### config.mk
export PLATFORM = sky130hd
export DESIGN_NAME = aes_block_ctrl_flat
export DESIGN_NICKNAME = d
export VERILOG_FILES = /design/src/rtl/aes_block_ctrl_pkg.sv /design/src/rtl/aes_block_ctrl_if.sv /design/src/rtl/aes_block_ctrl_word_addr_gen.sv /design/src/rtl/aes_block_ctrl.sv /design/src/flat_wrapper.sv
export SDC_FILE = /design/constraint.sdc
export NUM_CORES = 1
export LEC_CHECK = 0
export ABC_AREA = 0
export ABC_CLOCK_PERIOD_IN_PS = 2800
export CAP_MARGIN = 25
export CORE_MARGIN = 2
export CORE_UTILIZATION = 46
export CTS_CLUSTER_DIAMETER = 50
export DETAILED_ROUTE_END_ITERATION = 8
export HOLD_SLACK_MARGIN = 0.06
export PLACE_DENSITY_LB_ADDON = 0.1
export SYNTH_ARGS = -nofsm -noshare
export SYNTH_HDL_FRONTEND = slang
export SYNTH_SLANG_ARGS = --single-unit
### constraint.sdc
create_clock -name clk -period 2.8 [get_ports clk]
set_clock_uncertainty 0.2 [all_clocks]
set_input_delay 0.7 -clock clk [delete_from_list [all_inputs] [get_ports clk]]
set_output_delay 0.7 -clock clk [all_outputs]
set_load 0.05 [all_outputs]
### src/rtl/aes_block_ctrl_pkg.sv
// Shared types for the AES block controller: FSM state encoding and the shadow
// configuration captured on start.
package aes_block_ctrl_pkg;

    localparam int unsigned AES_WORD_BYTES = 4;
    localparam int unsigned AES_NB_W_MAX   = 32;

    typedef enum logic [3:0] {
        IDLE,
        START,
        KEY_REQ,
        KEY_WAIT,
        DATA_REQ,
        DATA_WAIT,
        CRYPT,
        CRYPT_WAIT,
        OUT_REQ,
        OUT_WAIT,
        FINISHED
    } aes_ctrl_state_t;

    typedef struct packed {
        logic [AES_NB_W_MAX-1:0] nblocks;
        logic [3:0]              key_words;
        logic                    decrypt;
    } aes_block_cfg_t;

endpackage

### src/rtl/aes_block_ctrl_if.sv
// Bundle of slave config/flags, source/sink streamer handshakes and AES engine
// controls seen by the block controller.
interface aes_block_ctrl_if #(
    parameter int unsigned ADDR_W = 32,
    parameter int unsigned NB_W   = 16,
    parameter int unsigned IDX_W  = 3
);
    logic              start;
    logic [ADDR_W-1:0] cfg_src_addr;
    logic [ADDR_W-1:0] cfg_dst_addr;
    logic [ADDR_W-1:0] cfg_key_addr;
    logic [NB_W-1:0]   cfg_nblocks;
    logic [3:0]        cfg_key_words;
    logic              cfg_decrypt;

    logic              src_req_start;
    logic [ADDR_W-1:0] src_base_addr;
    logic              src_ready_start;
    logic              src_done;

    logic              snk_req_start;
    logic [ADDR_W-1:0] snk_base_addr;
    logic              snk_ready_start;
    logic              snk_done;

    logic              eng_clear;
    logic              eng_load_key;
    logic              eng_load_data;
    logic              eng_unload;
    logic [IDX_W-1:0]  eng_idx;
    logic              eng_go;
    logic              eng_decrypt;
    logic              eng_done;

    logic              busy;
    logic              done;

    modport master (
        input  start, cfg_src_addr, cfg_dst_addr, cfg_key_addr, cfg_nblocks,
               cfg_key_words, cfg_decrypt,
        input  src_ready_start, src_done, snk_ready_start, snk_done, eng_done,
        output src_req_start, src_base_addr, snk_req_start, snk_base_addr,
               eng_clear, eng_load_key, eng_load_data, eng_unload, eng_idx,
               eng_go, eng_decrypt, busy, done
    );

    modport slave (
        output start, cfg_src_addr, cfg_dst_addr, cfg_key_addr, cfg_nblocks,
               cfg_key_words, cfg_decrypt,
        output src_ready_start, src_done, snk_ready_start, snk_done, eng_done,
        input  src_req_start, src_base_addr, snk_req_start, snk_base_addr,
               eng_clear, eng_load_key, eng_load_data, eng_unload, eng_idx,
               eng_go, eng_decrypt, busy, done
    );

endinterface

### src/rtl/aes_block_ctrl_word_addr_gen.sv
// Word pointer plus word counter: load a base, step by a fixed byte stride
// (wrapping at 2^ADDR_W), and clear the counter at phase boundaries.
module aes_block_ctrl_word_addr_gen #(
    parameter int unsigned ADDR_W = 32,
    parameter int unsigned CNT_W  = 3,
    parameter int unsigned STRIDE = 4
) (
    input  logic              clk,
    input  logic              reset_n,
    input  logic              clear,
    input  logic              load,
    input  logic [ADDR_W-1:0] load_addr,
    input  logic              step,
    input  logic              cnt_clr,
    output logic [ADDR_W-1:0] ptr,
    output logic [CNT_W-1:0]  cnt
);

    always_ff @(posedge clk or negedge reset_n) begin
        if (!reset_n) begin
            ptr <= '0;
            cnt <= '0;
        end else if (clear) begin
            ptr <= '0;
            cnt <= '0;
        end else begin
            // a load overrides a simultaneous step (pointer switch on the last key word)
            if (load)
                ptr <= load_addr;
            else if (step)
                ptr <= ptr + ADDR_W'(STRIDE);
            if (cnt_clr)
                cnt <= '0;
            else if (step)
                cnt <= cnt + CNT_W'(1);
        end
    end

endmodule

### src/rtl/aes_block_ctrl.sv
// Control FSM for the AES HWPE: optional key load, then per block load words,
// trigger the engine and store words through the source/sink streamers.
module aes_block_ctrl
    import aes_block_ctrl_pkg::*;
#(
    parameter int unsigned WORDS_PER_BLOCK = 4,
    parameter int unsigned KEY_WORDS_MAX   = 8,
    parameter int unsigned WORD_BYTES      = AES_WORD_BYTES,
    parameter int unsigned ADDR_W          = 32,
    parameter int unsigned NB_W            = 16
) (
    input  logic            clk,
    input  logic            reset_n,
    input  logic            clear,
    aes_block_ctrl_if.master bus
);

    localparam int unsigned IDX_W = (KEY_WORDS_MAX > 1) ? $clog2(KEY_WORDS_MAX) : 1;

    aes_ctrl_state_t   state;
    aes_block_cfg_t    cfg_q;
    logic [ADDR_W-1:0] src_addr_q;
    logic [NB_W-1:0]   blk_cnt;

    logic              src_load, src_step, src_clr;
    logic [ADDR_W-1:0] src_load_addr;
    logic              dst_step, dst_clr;
    logic [ADDR_W-1:0] src_ptr, dst_ptr;
    logic [IDX_W-1:0]  src_cnt, dst_cnt;

    logic [3:0] kw_in;
    logic       key_last, data_last, out_last, blk_last;

    // oversized key counts are clamped so the key phase always terminates
    assign kw_in = (32'(bus.cfg_key_words) > KEY_WORDS_MAX) ? 4'(KEY_WORDS_MAX)
                                                            : bus.cfg_key_words;

    assign key_last  = (32'(src_cnt) + 32'd1 == 32'(cfg_q.key_words));
    assign data_last = (32'(src_cnt) == WORDS_PER_BLOCK - 1);
    assign out_last  = (32'(dst_cnt) == WORDS_PER_BLOCK - 1);
    assign blk_last  = (AES_NB_W_MAX'(blk_cnt) + AES_NB_W_MAX'(1) == cfg_q.nblocks);

    always_comb begin
        src_load      = 1'b0;
        src_load_addr = bus.cfg_src_addr;
        src_step      = 1'b0;
        src_clr       = 1'b0;
        dst_step      = 1'b0;
        dst_clr       = 1'b0;
        case (state)
            IDLE: begin
                if (bus.start) begin
                    src_load      = 1'b1;
                    src_load_addr = (kw_in != 4'd0) ? bus.cfg_key_addr : bus.cfg_src_addr;
                    src_clr       = 1'b1;
                    dst_clr       = 1'b1;
                end
            end
            KEY_WAIT: begin
                if (bus.src_done) begin
                    src_step = 1'b1;
                    if (key_last) begin
                        src_load      = 1'b1;
                        src_load_addr = src_addr_q;
                        src_clr       = 1'b1;
                    end
                end
            end
            DATA_WAIT: begin
                if (bus.src_done) begin
                    src_step = 1'b1;
                    src_clr  = data_last;
                end
            end
            OUT_WAIT: begin
                if (bus.snk_done) begin
                    dst_step = 1'b1;
                    dst_clr  = out_last;
                end
            end
            default: ;
        endcase
    end

    // one pointer serves the key then the plaintext; the plaintext base is held aside
    aes_block_ctrl_word_addr_gen #(
        .ADDR_W (ADDR_W),
        .CNT_W  (IDX_W),
        .STRIDE (WORD_BYTES)
    ) u_src_gen (
        .clk       (clk),
        .reset_n   (reset_n),
        .clear     (clear),
        .load      (src_load),
        .load_addr (src_load_addr),
        .step      (src_step),
        .cnt_clr   (src_clr),
        .ptr       (src_ptr),
        .cnt       (src_cnt)
    );

    aes_block_ctrl_word_addr_gen #(
        .ADDR_W (ADDR_W),
        .CNT_W  (IDX_W),
        .STRIDE (WORD_BYTES)
    ) u_dst_gen (
        .clk       (clk),
        .reset_n   (reset_n),
        .clear     (clear),
        .load      (state == IDLE && bus.start),
        .load_addr (bus.cfg_dst_addr),
        .step      (dst_step),
        .cnt_clr   (dst_clr),
        .ptr       (dst_ptr),
        .cnt       (dst_cnt)
    );

    always_ff @(posedge clk or negedge reset_n) begin
        if (!reset_n) begin
            state      <= IDLE;
            cfg_q      <= '0;
            src_addr_q <= '0;
            blk_cnt    <= '0;
        end else if (clear) begin
            state      <= IDLE;
            cfg_q      <= '0;
            src_addr_q <= '0;
            blk_cnt    <= '0;
        end else begin
            case (state)
                IDLE: begin
                    if (bus.start) begin
                        cfg_q.nblocks   <= AES_NB_W_MAX'(bus.cfg_nblocks);
                        cfg_q.key_words <= kw_in;
                        cfg_q.decrypt   <= bus.cfg_decrypt;
                        src_addr_q      <= bus.cfg_src_addr;
                        blk_cnt         <= '0;
                        state           <= START;
                    end
                end
                START: begin
                    if (cfg_q.nblocks == '0)
                        state <= FINISHED;
                    else if (cfg_q.key_words != 4'd0)
                        state <= KEY_REQ;
                    else
                        state <= DATA_REQ;
                end
                KEY_REQ:   if (bus.src_ready_start) state <= KEY_WAIT;
                KEY_WAIT:  if (bus.src_done) state <= key_last ? DATA_REQ : KEY_REQ;
                DATA_REQ:  if (bus.src_ready_start) state <= DATA_WAIT;
                DATA_WAIT: if (bus.src_done) state <= data_last ? CRYPT : DATA_REQ;
                CRYPT:      state <= CRYPT_WAIT;
                CRYPT_WAIT: if (bus.eng_done) state <= OUT_REQ;
                OUT_REQ:   if (bus.snk_ready_start) state <= OUT_WAIT;
                OUT_WAIT: begin
                    if (bus.snk_done) begin
                        if (out_last) begin
                            blk_cnt <= blk_cnt + NB_W'(1);
                            state   <= blk_last ? FINISHED : DATA_REQ;
                        end else begin
                            state <= OUT_REQ;
                        end
                    end
                end
                FINISHED: state <= IDLE;
                default:  state <= IDLE;
            endcase
        end
    end

    assign bus.busy          = (state != IDLE);
    assign bus.done          = (state == FINISHED);
    assign bus.eng_clear     = (state == IDLE);
    assign bus.src_req_start = (state == KEY_REQ) || (state == DATA_REQ);
    assign bus.src_base_addr = src_ptr;
    assign bus.snk_req_start = (state == OUT_REQ);
    assign bus.snk_base_addr = dst_ptr;
    assign bus.eng_load_key  = (state == KEY_WAIT) && bus.src_done;
    assign bus.eng_load_data = (state == DATA_WAIT) && bus.src_done;
    assign bus.eng_unload    = (state == OUT_WAIT) && bus.snk_done;
    assign bus.eng_idx       = (state == OUT_REQ || state == OUT_WAIT) ? dst_cnt : src_cnt;
    assign bus.eng_go        = (state == CRYPT);
    assign bus.eng_decrypt   = cfg_q.decrypt;

endmodule
### src/flat_wrapper.sv
// flat-port wrapper written by rule: the top's interface ports become plain ports
module aes_block_ctrl_flat import aes_block_ctrl_pkg::*;
#(
    parameter int unsigned WORDS_PER_BLOCK = 4,
    parameter int unsigned KEY_WORDS_MAX   = 8,
    parameter int unsigned WORD_BYTES      = AES_WORD_BYTES,
    parameter int unsigned ADDR_W          = 32,
    parameter int unsigned NB_W            = 16
)
  (clk, reset_n, clear, bus_start, bus_cfg_src_addr, bus_cfg_dst_addr, bus_cfg_key_addr, bus_cfg_nblocks, bus_cfg_key_words, bus_cfg_decrypt, bus_src_ready_start, bus_src_done, bus_snk_ready_start, bus_snk_done, bus_eng_done, bus_src_req_start, bus_src_base_addr, bus_snk_req_start, bus_snk_base_addr, bus_eng_clear, bus_eng_load_key, bus_eng_load_data, bus_eng_unload, bus_eng_idx, bus_eng_go, bus_eng_decrypt, bus_busy, bus_done);
  aes_block_ctrl_if #(.ADDR_W(ADDR_W), .NB_W(NB_W)) bus_i ();
  input  logic clk;
  input  logic reset_n;
  input  logic clear;
  input wire logic [$bits(bus_i.start)-1:0] bus_start;
  input wire logic [$bits(bus_i.cfg_src_addr)-1:0] bus_cfg_src_addr;
  input wire logic [$bits(bus_i.cfg_dst_addr)-1:0] bus_cfg_dst_addr;
  input wire logic [$bits(bus_i.cfg_key_addr)-1:0] bus_cfg_key_addr;
  input wire logic [$bits(bus_i.cfg_nblocks)-1:0] bus_cfg_nblocks;
  input wire logic [$bits(bus_i.cfg_key_words)-1:0] bus_cfg_key_words;
  input wire logic [$bits(bus_i.cfg_decrypt)-1:0] bus_cfg_decrypt;
  input wire logic [$bits(bus_i.src_ready_start)-1:0] bus_src_ready_start;
  input wire logic [$bits(bus_i.src_done)-1:0] bus_src_done;
  input wire logic [$bits(bus_i.snk_ready_start)-1:0] bus_snk_ready_start;
  input wire logic [$bits(bus_i.snk_done)-1:0] bus_snk_done;
  input wire logic [$bits(bus_i.eng_done)-1:0] bus_eng_done;
  output wire logic [$bits(bus_i.src_req_start)-1:0] bus_src_req_start;
  output wire logic [$bits(bus_i.src_base_addr)-1:0] bus_src_base_addr;
  output wire logic [$bits(bus_i.snk_req_start)-1:0] bus_snk_req_start;
  output wire logic [$bits(bus_i.snk_base_addr)-1:0] bus_snk_base_addr;
  output wire logic [$bits(bus_i.eng_clear)-1:0] bus_eng_clear;
  output wire logic [$bits(bus_i.eng_load_key)-1:0] bus_eng_load_key;
  output wire logic [$bits(bus_i.eng_load_data)-1:0] bus_eng_load_data;
  output wire logic [$bits(bus_i.eng_unload)-1:0] bus_eng_unload;
  output wire logic [$bits(bus_i.eng_idx)-1:0] bus_eng_idx;
  output wire logic [$bits(bus_i.eng_go)-1:0] bus_eng_go;
  output wire logic [$bits(bus_i.eng_decrypt)-1:0] bus_eng_decrypt;
  output wire logic [$bits(bus_i.busy)-1:0] bus_busy;
  output wire logic [$bits(bus_i.done)-1:0] bus_done;
  assign bus_i.start = bus_start;
  assign bus_i.cfg_src_addr = bus_cfg_src_addr;
  assign bus_i.cfg_dst_addr = bus_cfg_dst_addr;
  assign bus_i.cfg_key_addr = bus_cfg_key_addr;
  assign bus_i.cfg_nblocks = bus_cfg_nblocks;
  assign bus_i.cfg_key_words = bus_cfg_key_words;
  assign bus_i.cfg_decrypt = bus_cfg_decrypt;
  assign bus_i.src_ready_start = bus_src_ready_start;
  assign bus_i.src_done = bus_src_done;
  assign bus_i.snk_ready_start = bus_snk_ready_start;
  assign bus_i.snk_done = bus_snk_done;
  assign bus_i.eng_done = bus_eng_done;
  assign bus_src_req_start = bus_i.src_req_start;
  assign bus_src_base_addr = bus_i.src_base_addr;
  assign bus_snk_req_start = bus_i.snk_req_start;
  assign bus_snk_base_addr = bus_i.snk_base_addr;
  assign bus_eng_clear = bus_i.eng_clear;
  assign bus_eng_load_key = bus_i.eng_load_key;
  assign bus_eng_load_data = bus_i.eng_load_data;
  assign bus_eng_unload = bus_i.eng_unload;
  assign bus_eng_idx = bus_i.eng_idx;
  assign bus_eng_go = bus_i.eng_go;
  assign bus_eng_decrypt = bus_i.eng_decrypt;
  assign bus_busy = bus_i.busy;
  assign bus_done = bus_i.done;
  aes_block_ctrl #(.WORDS_PER_BLOCK(WORDS_PER_BLOCK), .KEY_WORDS_MAX(KEY_WORDS_MAX), .WORD_BYTES(WORD_BYTES), .ADDR_W(ADDR_W), .NB_W(NB_W)) u_core (.clk(clk), .reset_n(reset_n), .clear(clear), .bus(bus_i));
endmodule
==> out/metrics.yaml, run 1 <==
outcome:
  status: "completed"
synth:
  ys_ff_latch: 143
  synth_cells: 1042
  synth_xor_area_share_pct: 5.35
  synth_top_family_by_area: "simple AND/OR/NAND/NOR gates"
  yosysMostFrequentCell: "nand2_1"
  synth_cell_type_count: 66
  synth_common_cells: "nand2_1 (184), dfrtp_1 (143), nor2_1 (85), a21oi_1 (82)"
  syn_nets: 1175
  ys.flop_type: "dfrtp_1"
  synth-compound-area-share_pct: 19.1
  synthArstFlopShare_pct: 100
  syn_area_mm2: 0.00884
  ys_warn_count: 0
  synthSimpleGateAreaFrac_pct: 22.7
  synthMuxAreaShare_pct: 7.53
  synthTopCellsByArea: "dfrtp_1 (40%), nand2_1 (7.8%), mux2i_1 (7.0%)"
  synth-edff-count: 0
  synth_top_area_share_pct: 40.5
  synth_fa_ha_area_share_pct: 0.991
  synth.avg_cell_area_um2: 8.48
  synth-seq-area-share_pct: 40.5
  yosysTopAreaCell: "dfrtp_1"
power_and_ir_drop:
  p_leak_nw: 5.10
  ir_worst_vdd_mv: 0.666
  powerDensity_mw_per_mm2: 901
drt:
  drt-initial-drc-count: 667
  drtPass1Iterations: 6
  wl_per_cell_um: 17.9
  wl_um: 27500
  drcViolationCount: 0
  postRouteAntennaNets: 0
  vias: 8814
  vias_per_cell: 5.73
setup_path:
  path_cells: "or3b_4 -> mux2_2 -> buf_12"
  crit_fanout: 8
  required_ns: 1.90
  cp_slowest_stage_delay_ns: 0.47
  slowest_stage: "dfrtp_2"
  worstPathArrival_ns: 1.84
  worstSetupPathType: "reg -> out"
  endpoint_kind: "primary output"
  crit_path_start_kind: "flop"
  crit_buf_inv: 1
  crit_family: "flip-flops"
global_route:
  grt_usage_pct: 27.3
  grt_max_degree: 117
  grt_antenna_before_repair: 0
  grt_pass1_wl_um: 44000
  grt_pass1_vias: 8564
  grt_overflow: 0
die:
  initial_core_util_pct: 47.1
  die_height_um: 143
  dieWidth_um: 143
  dieArea_mm2: 0.0203
  ios: 203
  core_mm2: 0.0188
  row_count: 50
place:
  portBuffers: 202
  dp_worst_setup_slack_ns: -0.235
  place.gp.congestion: 0.964
  dpl.hpwl_um: 19700
hold_path:
  hold_path.class: "reg -> reg"
sta:
  finalSetupViolCount: 0
  setup-tns-final_ns: 0
  finalMaxSlewViolations: 0
  finalCritPeriodShare_pct: 97.8
  worst_pin_slew_ns: 0.539
  fin_ws_ns: 0.0624
  timing.fmax_mhz: 365
  period_needed_ns: 2.74
  finalHoldViolCount: 0
  slew_headroom_pct: 64.0
cells_and_area:
  drive_gt1_share_pct: 13.5
  finalNetCount: 1423
  diodes: 0
  area_growth_pct: 41.1
clocking:
  worst_skew_pair.late_latency_ns: 0.42
  numCtsBuffers: 17
  cts-root-buf: "clkbuf_16"
  tritoncts: "done"
  clkTransAtPathRegs_ns: 0.06
  cts_sinks: 143
  clockBufferDepth: 2
  htreeDepth: 4
flow_run:
  drv_cap: 0
through the flow:
step	total power (W)	cells	util (%)	hold slack, ns	cell area, um^2
2_1_floorplan	0.00657	1042	-	0.204	8840
3_3_place_gp	0.00874	1503	62.8	0.281	11800
3_5_place_dp	0.00880	1503	62.8	0.302	11800
4_1_cts	0.0112	1536	66.2	0.316	12400
5_1_grt	0.0118	1537	66.4	0.335	12500
6_report	0.0112	1537	66.4	0.312	12500
metal layers:
layer / global-route usage [%] / wire, um / vias up
met5: 0 / 0 / -
met4: 6.31 / 440 / 0
met3: 8.08 / 2250 / 32
met2: 42.7 / 12700 / 338
met1: 37.4 / 12200 / 4180
li1: - / - / 4264
registers in the layout (all words and copies together), names as in the netlist:
name / flops
u_core.u_dst_gen.cnt: 3
u_core.u_src_gen.ptr: 32
u_core.u_dst_gen.ptr: 32
u_core.blk_cnt: 16
u_core.bus.eng_decrypt: 1
u_core.u_src_gen.cnt: 3
u_core.state: 4
u_core.src_addr_q: 32
u_core.cfg_q: 20
power breakdown:
part | switching, W | total, W | internal, W | leakage (nW)
clock | 0.000931 | 0.00236 | 0.00143 | 0.287
sequential | 0.000617 | 0.00321 | 0.00259 | 1.93
combinational | 0.00355 | 0.00567 | 0.00212 | 2.89
total | 0.00510 | 0.0112 | 0.00614 | 5.10
worst reg2reg max path: stages, from the launching register on:
cell,delay (ns)
dfrtp_1,0.40
ha_1,0.19
ha_1,0.30
xnor2_1,0.16
nand4bb_4,0.25
nor2_4,0.14
buf_12,0.21
mux2i_1,0.21
o22ai_1,0.11
a211oi_1,0.27
nor3_1,0.08
layout by cell type (no fill, tap or decap), types with 9 or more instances in the layout:
| cell type | instances |
|---|---|
| a21oi_1 | 82 |
| dfrtp_1 | 140 |
| nor2_1 | 82 |
| nand4_1 | 16 |
| or3_1 | 12 |
| o22ai_1 | 25 |
| and3_1 | 11 |
| xnor2_1 | 32 |
| nand3_1 | 24 |
| clkbuf_16 | 17 |
| nor3_1 | 21 |
| inv_1 | 16 |
| xor2_1 | 21 |
| o21ai_0 | 60 |
| and4_1 | 9 |
| nand2b_1 | 9 |
| mux2i_1 | 62 |
| a311oi_1 | 9 |
| buf_12 | 17 |
| a31oi_1 | 10 |
| buf_4 | 86 |
| o31ai_1 | 9 |
| a211oi_1 | 26 |
| nor4_1 | 10 |
| clkdlybuf4s50_1 | 187 |
| nand2_1 | 183 |
cell families after synthesis:
| logic type | count (synthesis) |
|---|---|
| buffers and inverters | 85 |
| adder cells (fa/ha/maj) | 7 |
| AND/OR/NAND/NOR | 419 |
| XOR/XNOR | 54 |
| multiplexers | 66 |
| AO/OA/AOI/OAI | 268 |
| flip-flops | 143 |
area by class of cell:
type                       instances  area, um^2
fill                            1559        6300
multi-input combinational        814        5000
clock buffer                      20         447
tap                              234         293
timing repair buffer             296        2920
inverter                          18        67.6
sequential                       143        3580
clock inverter                    12         161
repair_timing:
action                                  in CTS  in global routing
setup buffers                                0                  1
resized for setup                            5                 10
hold endpoints to repair                    39                  0
endpoints found under the setup margin       5                 10
pin swaps                                    0                  0
hold buffers                                 1                  0
path summary, 6_finish.rpt:
path,from,endpoint,slack (ns),cells past startpoint
max in group asynchronous,reset_n,u_core.u_dst_gen.ptr[10],1.13,3
min,u_core.u_src_gen.ptr[1],u_core.u_src_gen.ptr[1],0.31,2
min reg2reg,u_core.u_src_gen.ptr[1],u_core.u_src_gen.ptr[1],0.31,2
min in group asynchronous,reset_n,u_core.cfg_q[9],0.57,2
max,u_core.state[1],bus_eng_idx[1],0.06,3
max reg2reg,u_core.u_src_gen.cnt[1],u_core.u_src_gen.ptr[11],0.17,10
No activity file was read; power rests on OpenSTA's default activity.
==> run 2, diff against run 1 <==
--- a/config.mk
+++ b/config.mk
@@ -8,6 +8,7 @@
 export ABC_AREA = 0
 export ABC_CLOCK_PERIOD_IN_PS = 2800
 export CAP_MARGIN = 25
+export CORE_ASPECT_RATIO = 1.75
 export CORE_MARGIN = 2
 export CORE_UTILIZATION = 46
 export CTS_CLUSTER_DIAMETER = 50
==> run 2 against run 1 <==
  * Power rose by 0.87%
  * Sequential cell count unchanged
  * Combinational power grew 1%
  * Critical path depth did not move
  * Via count up 0.66%
  * Die area grew 0.21%
  * Clock power about the same
  * Sequential share of layout area is 0.16 points lower
  * Largest cell class unchanged
==> out/metrics.yaml, run 2 (synthesis results as in run 1) <==
power_and_ir_drop:
  switching_share_pct: 45.6
  seqPwrFrac_pct: 28.3
  p_int_w: 0.00617
  p_leak_nw: 5.14
  pwr-share-comb_pct: 50.7
  ir_worst_vdd_mv: 0.663
  clkPwrFrac_pct: 21.0
  powerDensity_mw_per_mm2: 904
  p_switching_w: 0.00517
setup_path:
  worstPathArrival_ns: 1.87
  worstSetupPathType: "reg -> out"
  required_ns: 1.90
  path_cells: "or3b_4 -> mux2_2 -> buf_12"
  r2r_start: "u_core.u_src_gen.cnt[0]"
  r2r_slack_ns: 0.16
  crit_path_start_kind: "flop"
  r2r-end: "u_core.u_src_gen.ptr[30]"
  cp_slowest_stage_delay_ns: 0.48
  slowest_stage: "dfrtp_2"
  endpoint_kind: "primary output"
  worst-r2r-cell-count: 10
  crit_fanout: 9
drt:
  vias_per_cell: 5.74
  vias: 8872
  postRouteAntennaNets: 0
  wl_um: 28700
  drt-initial-drc-count: 531
  wl_per_cell_um: 18.5
  drcViolationCount: 0
  drtPass1Iterations: 5
global_route:
  grt_max_degree: 88
  grt_antenna_before_repair: 0
  grt_overflow: 0
  grt_usage_pct: 29.3
  grt_pass1_vias: 9100
  grt_pass1_wl_um: 46600
hold_path:
  hold_path.class: "reg -> reg"
  whs_path_depth: 2
  worstHoldStart: "u_core.u_src_gen.ptr[0]"
  hold_path_end: "u_core.u_src_gen.ptr[0]"
sta:
  worst_pin_slew_ns: 0.646
  finalCritPeriodShare_pct: 99.0
  period_needed_ns: 2.77
  timing.fmax_mhz: 361
  finalHoldViolCount: 0
  finalSetupViolCount: 0
  slew_headroom_pct: 56.9
  holdWs_ns: 0.292
  setup-tns-final_ns: 0
  finalMaxSlewViolations: 0
  rsz0062_at_grt: "true"
outcome:
  status: "completed"
cells_and_area:
  drive_gt1_share_pct: 13.7
  fin_util_pct: 65.9
  final_cell_mix: "clkdlybuf4s50_1 (187), nand2_1 (183), dfrtp_1 (140)"
  reg.largest.list: "u_core.src_addr_q: 32 flops, u_core.u_dst_gen.ptr: 32 flops, u_core.u_src_gen.ptr: 32 flops"
  final_common_cell: "clkdlybuf4s50_1"
  diodes: 0
  area_growth_pct: 41.9
  nFillCells: 1615
  finalNetCount: 1425
clocking:
  numCtsBuffers: 17
  htreeDepth: 4
  clkTransAtPathRegs_ns: 0.06
  worst_skew_pair.late_latency_ns: 0.43
  tritoncts: "done"
  cts-root-buf: "clkbuf_16"
  cts_sinks: 143
  clockBufferDepth: 2
die:
  dieArea_mm2: 0.0204
  row_count: 67
  die_height_um: 187
  ios: 203
  initial_core_util_pct: 46.4
  core_mm2: 0.0190
  dieWidth_um: 109
place:
  dpl.hpwl_um: 20800
  portBuffers: 202
  place.gp.congestion: 0.918
flow_run:
  drv_cap: 0
run 2: cell types whose count changed in the layout (fill, tap and decap cells not counted), moves of 2 or more:
| cell | before | now |
|---|---|---|
| nor3_2 | 4 | 2 |
| buf_12 | 17 | 20 |
| clkbuf_1 | 2 | 0 |
| clkinv_2 | 1 | 3 |
| clkinv_4 | 4 | 1 |
run 2: final cells by class:
class | count | area (um^2) | area share [%]
multi-input cells | 814 | 5000 | 39.9
inverters | 18 | 67.6 | 0.539
well taps | 241 | 302 | 2.40
clock buffers | 19 | 453 | 3.61
flip-flops and latches | 143 | 3580 | 28.6
clock inverters | 13 | 161 | 1.29
repair buffers | 298 | 2970 | 23.7
run 2: how the worst max path moves through the flow:
stage | startpoint | end | slack, ns | depth (start not counted)
2_1_floorplan | bus_src_done | bus_eng_load_data | 0.08 | 2
3_3_place_gp | bus_src_done | u_core.blk_cnt[7] | -0.11 | 9
3_5_place_dp | bus_start | u_core.blk_cnt[5] | -0.15 | 9
4_1_cts | bus_src_done | bus_eng_load_data | 0.003 | 7
5_1_grt | u_core.state[1] | bus_eng_unload | -0.04 | 6
6_report | u_core.state[2] | bus_eng_idx[0] | 0.03 | 3
run 2: repair_timing:
| item | CTS | global route |
|---|---|---|
| setup endpoints to repair | 6 | 18 |
| gates resized for setup | 8 | 7 |
| endpoints found under the hold margin | 32 | 0 |
| hold buffers | 1 | 0 |
| buffers inserted | 0 | 3 |
run 2: metal layers:
| metal | routed length (um) | GRT usage [%] | part of all wire (%) | vias to the layer above |
|---|---|---|---|---|
| met5 | 0 | 0 | 0 | - |
| met4 | 986 | 13.2 | 3.4 | 0 |
| met3 | 1430 | 5.51 | 5.0 | 60 |
| met2 | 15400 | 51.6 | 54 | 290 |
| met1 | 10900 | 33.8 | 38 | 4267 |
| li1 | - | - | - | 4255 |
run 2: through the flow:
stage	total power (W)	setup WS (ns)	cell area [um^2]	cells
after global placement	0.00886	-0.109	11800	1510
after floorplan	0.00657	0.0793	8840	1042
after CTS	0.0114	0.00254	12500	1543
after detailed placement	0.00890	-0.146	11800	1510
final	0.0113	0.0293	12500	1546
after global routing	0.0119	-0.0434	12500	1546
run 2: worst max-delay path, delay by kind of cell, from the launching register on:
family / cells / cell delay (ns)
multiplexers: 1 / 0.33
AND/OR/NAND/NOR: 1 / 0.47
flip-flops: 1 / 0.48
buffers and inverters: 1 / 0.16
run 2: power by group through the flow:
stage / clock (W) / combinational (W) / sequential (W)
floorplan: 0 / 0.00238 / 0.00419
global placement: 0 / 0.00565 / 0.00320
detailed placement: 0 / 0.00570 / 0.00320
CTS: 0.00243 / 0.00573 / 0.00319
global route: 0.00251 / 0.00613 / 0.00329
finish: 0.00238 / 0.00575 / 0.00321
==> run 3, diff against run 2 <==
--- a/config.mk
+++ b/config.mk
@@ -6,11 +6,11 @@
 export NUM_CORES = 1
 export LEC_CHECK = 0
 export ABC_AREA = 0
-export ABC_CLOCK_PERIOD_IN_PS = 2800
+export ABC_CLOCK_PERIOD_IN_PS = 3400
 export CAP_MARGIN = 25
 export CORE_ASPECT_RATIO = 1.75
 export CORE_MARGIN = 2
-export CORE_UTILIZATION = 46
+export CORE_UTILIZATION = 50
 export CTS_CLUSTER_DIAMETER = 50
 export DETAILED_ROUTE_END_ITERATION = 8
 export HOLD_SLACK_MARGIN = 0.06
==> constraint.sdc (replaced) <==
create_clock -name clk -period 3.4 [get_ports clk]
set_clock_uncertainty 0.2 [all_clocks]
set_input_delay 0.85 -clock clk [delete_from_list [all_inputs] [get_ports clk]]
set_output_delay 0.85 -clock clk [all_outputs]
set_load 0.05 [all_outputs]
==> run 3 against run 2 <==
  * Register-to-register slack gained 0.30 ns
  * Wire length shrank 3.4%
  * Highest routed layer unchanged
  * Via count shrank 1.5%
  * Combinational power shrank 22%
  * Non-clock buffer count shrank 62
  * Count of clock-buffer cells in the layout grew 1
  * Critical endpoint is now bus_eng_idx[2]
  * Final cell count shrank 4.7%
  * Critical path depth grew 1
  * Die area shrank 7.8%
  * Utilization grew 2.8 points
  * Hold slack lost 0.10 ns
  * Final area shrank 4.8%
  * Largest power group unchanged
==> out/metrics.yaml, run 3 (synthesis results as in run 1) <==
global_route:
  grt_overflow: 0
  grt_pass1_vias: 8942
  grt_pass1_wl_um: 45500
  grt_max_degree: 117
  grt_usage_pct: 30.0
  grt_antenna_before_repair: 0
drt:
  vias: 8738
  drcViolationCount: 0
  vias_per_cell: 5.93
  drtPass1Iterations: 5
  drt-initial-drc-count: 472
  wl_per_cell_um: 18.8
  wl_um: 27700
  postRouteAntennaNets: 0
cells_and_area:
  diodes: 0
  register_area_mm2: 0.00358
  multiInputGateArea_mm2: 0.00495
  final_cell_mix: "clkdlybuf4s50_1 (189), nand2_1 (183), dfrtp_1 (143)"
  reg.largest.list: "u_core.src_addr_q: 32 flops, u_core.u_dst_gen.ptr: 32 flops, u_core.u_src_gen.ptr: 32 flops"
  nFillCells: 1445
  drive_gt1_share_pct: 8.45
  finalNetCount: 1363
  area_growth_pct: 35.0
  final_common_cell: "clkdlybuf4s50_1"
clocking:
  clockBufferDepth: 2
  numCtsBuffers: 17
  worst_skew_pair.late_latency_ns: 0.42
  tritoncts: "done"
  clkTransAtPathRegs_ns: 0.07
  cts-root-buf: "clkbuf_16"
  htreeDepth: 4
  cts_sinks: 143
setup_path:
  r2r_start: "u_core.u_src_gen.cnt[0]"
  required_ns: 2.35
  worst-r2r-cell-count: 8
  crit_fanout: 11
  slowest_stage: "or3b_2"
  crit_family: "simple AND/OR/NAND/NOR gates"
  crit_path_start_kind: "flop"
  r2r-end: "u_core.u_src_gen.ptr[13]"
  crit_buf_inv: 2
  worstSetupPathType: "reg -> out"
  cp_slowest_stage_delay_ns: 0.54
  path_cells: "buf_4 -> or3b_2 -> o21ai_0 -> buf_12"
  worstPathArrival_ns: 2.23
  r2r_slack_ns: 0.46
  endpoint_kind: "primary output"
place:
  place.gp.congestion: 0.898
  portBuffers: 202
  dp_worst_setup_slack_ns: 0.107
  dpl.hpwl_um: 19500
sta:
  setup-tns-final_ns: 0
  finalSetupViolCount: 0
  fin_ws_ns: 0.115
  finalMaxSlewViolations: 0
  finalCritPeriodShare_pct: 96.6
  timing.fmax_mhz: 304
  finalHoldViolCount: 0
  holdWs_ns: 0.188
  rsz0062_at_grt: "false"
  slew_headroom_pct: 57.1
  period_needed_ns: 3.28
  worst_pin_slew_ns: 0.644
die:
  ios: 203
  dieArea_mm2: 0.0188
  die_height_um: 180
  core_mm2: 0.0174
  row_count: 64
  dieWidth_um: 104
  initial_core_util_pct: 50.9
power_and_ir_drop:
  ir_worst_vdd_mv: 0.536
  p_leak_nw: 4.80
  powerDensity_mw_per_mm2: 761
flow_run:
  drv_cap: 0
hold_path:
  hold_path.class: "in -> async"
outcome:
  status: "completed"
## run 3: changes by cell type in the layout (fill, tap and decap cells not counted), moves of 3 or more
cell     delta
dfrtp_2     -3
buf_12      -5
dfrtp_1     +3
buf_4      -56
## run 3: layout make-up
| type | instances | area share (%) |
|---|---|---|
| Multi-Input combinational cell | 814 | 41.5 |
| Sequential cell | 143 | 30.0 |
| Timing Repair Buffer | 236 | 20.5 |
| Clock buffer | 20 | 3.74 |
| Tap cell | 231 | 2.42 |
| Clock inverter | 12 | 1.33 |
| Inverter | 18 | 0.566 |
## run 3: routing by layer
layer / vias to the layer above / global-route usage (%) / wire length [um]
met1: 4154 / 35.2 / 10500
met3: 84 / 5.47 / 1730
met5: - / 0 / 0
met2: 361 / 51.8 / 14200
met4: 0 / 15.8 / 1290
li1: 4139 / - / -
## run 3: power breakdown
part	internal, W	leakage, nW	total, W	switching [W]
Sequential	0.00213	1.93	0.00266	0.000535
Combinational	0.00158	2.59	0.00447	0.00290
Clock	0.00118	0.279	0.00194	0.000765
## run 3: how the worst max path moves through the flow
stage | from | slack (ns) | depth (start not counted) | endpoint
6_report | u_core.state[1] | 0.12 | 4 | bus_eng_idx[2]
5_1_grt | u_core.state[1] | 0.03 | 4 | bus_eng_idx[2]
4_1_cts | u_core.state[2] | 0.03 | 3 | bus_src_req_start
3_5_place_dp | bus_start | 0.11 | 8 | u_core.blk_cnt[15]
3_3_place_gp | bus_start | 0.15 | 8 | u_core.blk_cnt[15]
2_1_floorplan | u_core.state[2] | 0.24 | 3 | bus_eng_idx[2]
## run 3: metrics by stage
step                utilization (%)  std cells  cell area, um^2  total power (W)
finish                         68.7       1474            11900          0.00908
detailed placement             65.1       1442            11300          0.00711
floorplan                         -       1042             8840          0.00541
CTS                            68.6       1474            11900          0.00910
global route                   68.7       1474            11900          0.00954
global placement               65.1       1442            11300          0.00706
## run 3: what timing repair did
action                                  CTS  global route
gates resized for setup                   0             2
endpoints found under the setup margin    0             2
hold buffers                              0             0
setup buffers                             0             0
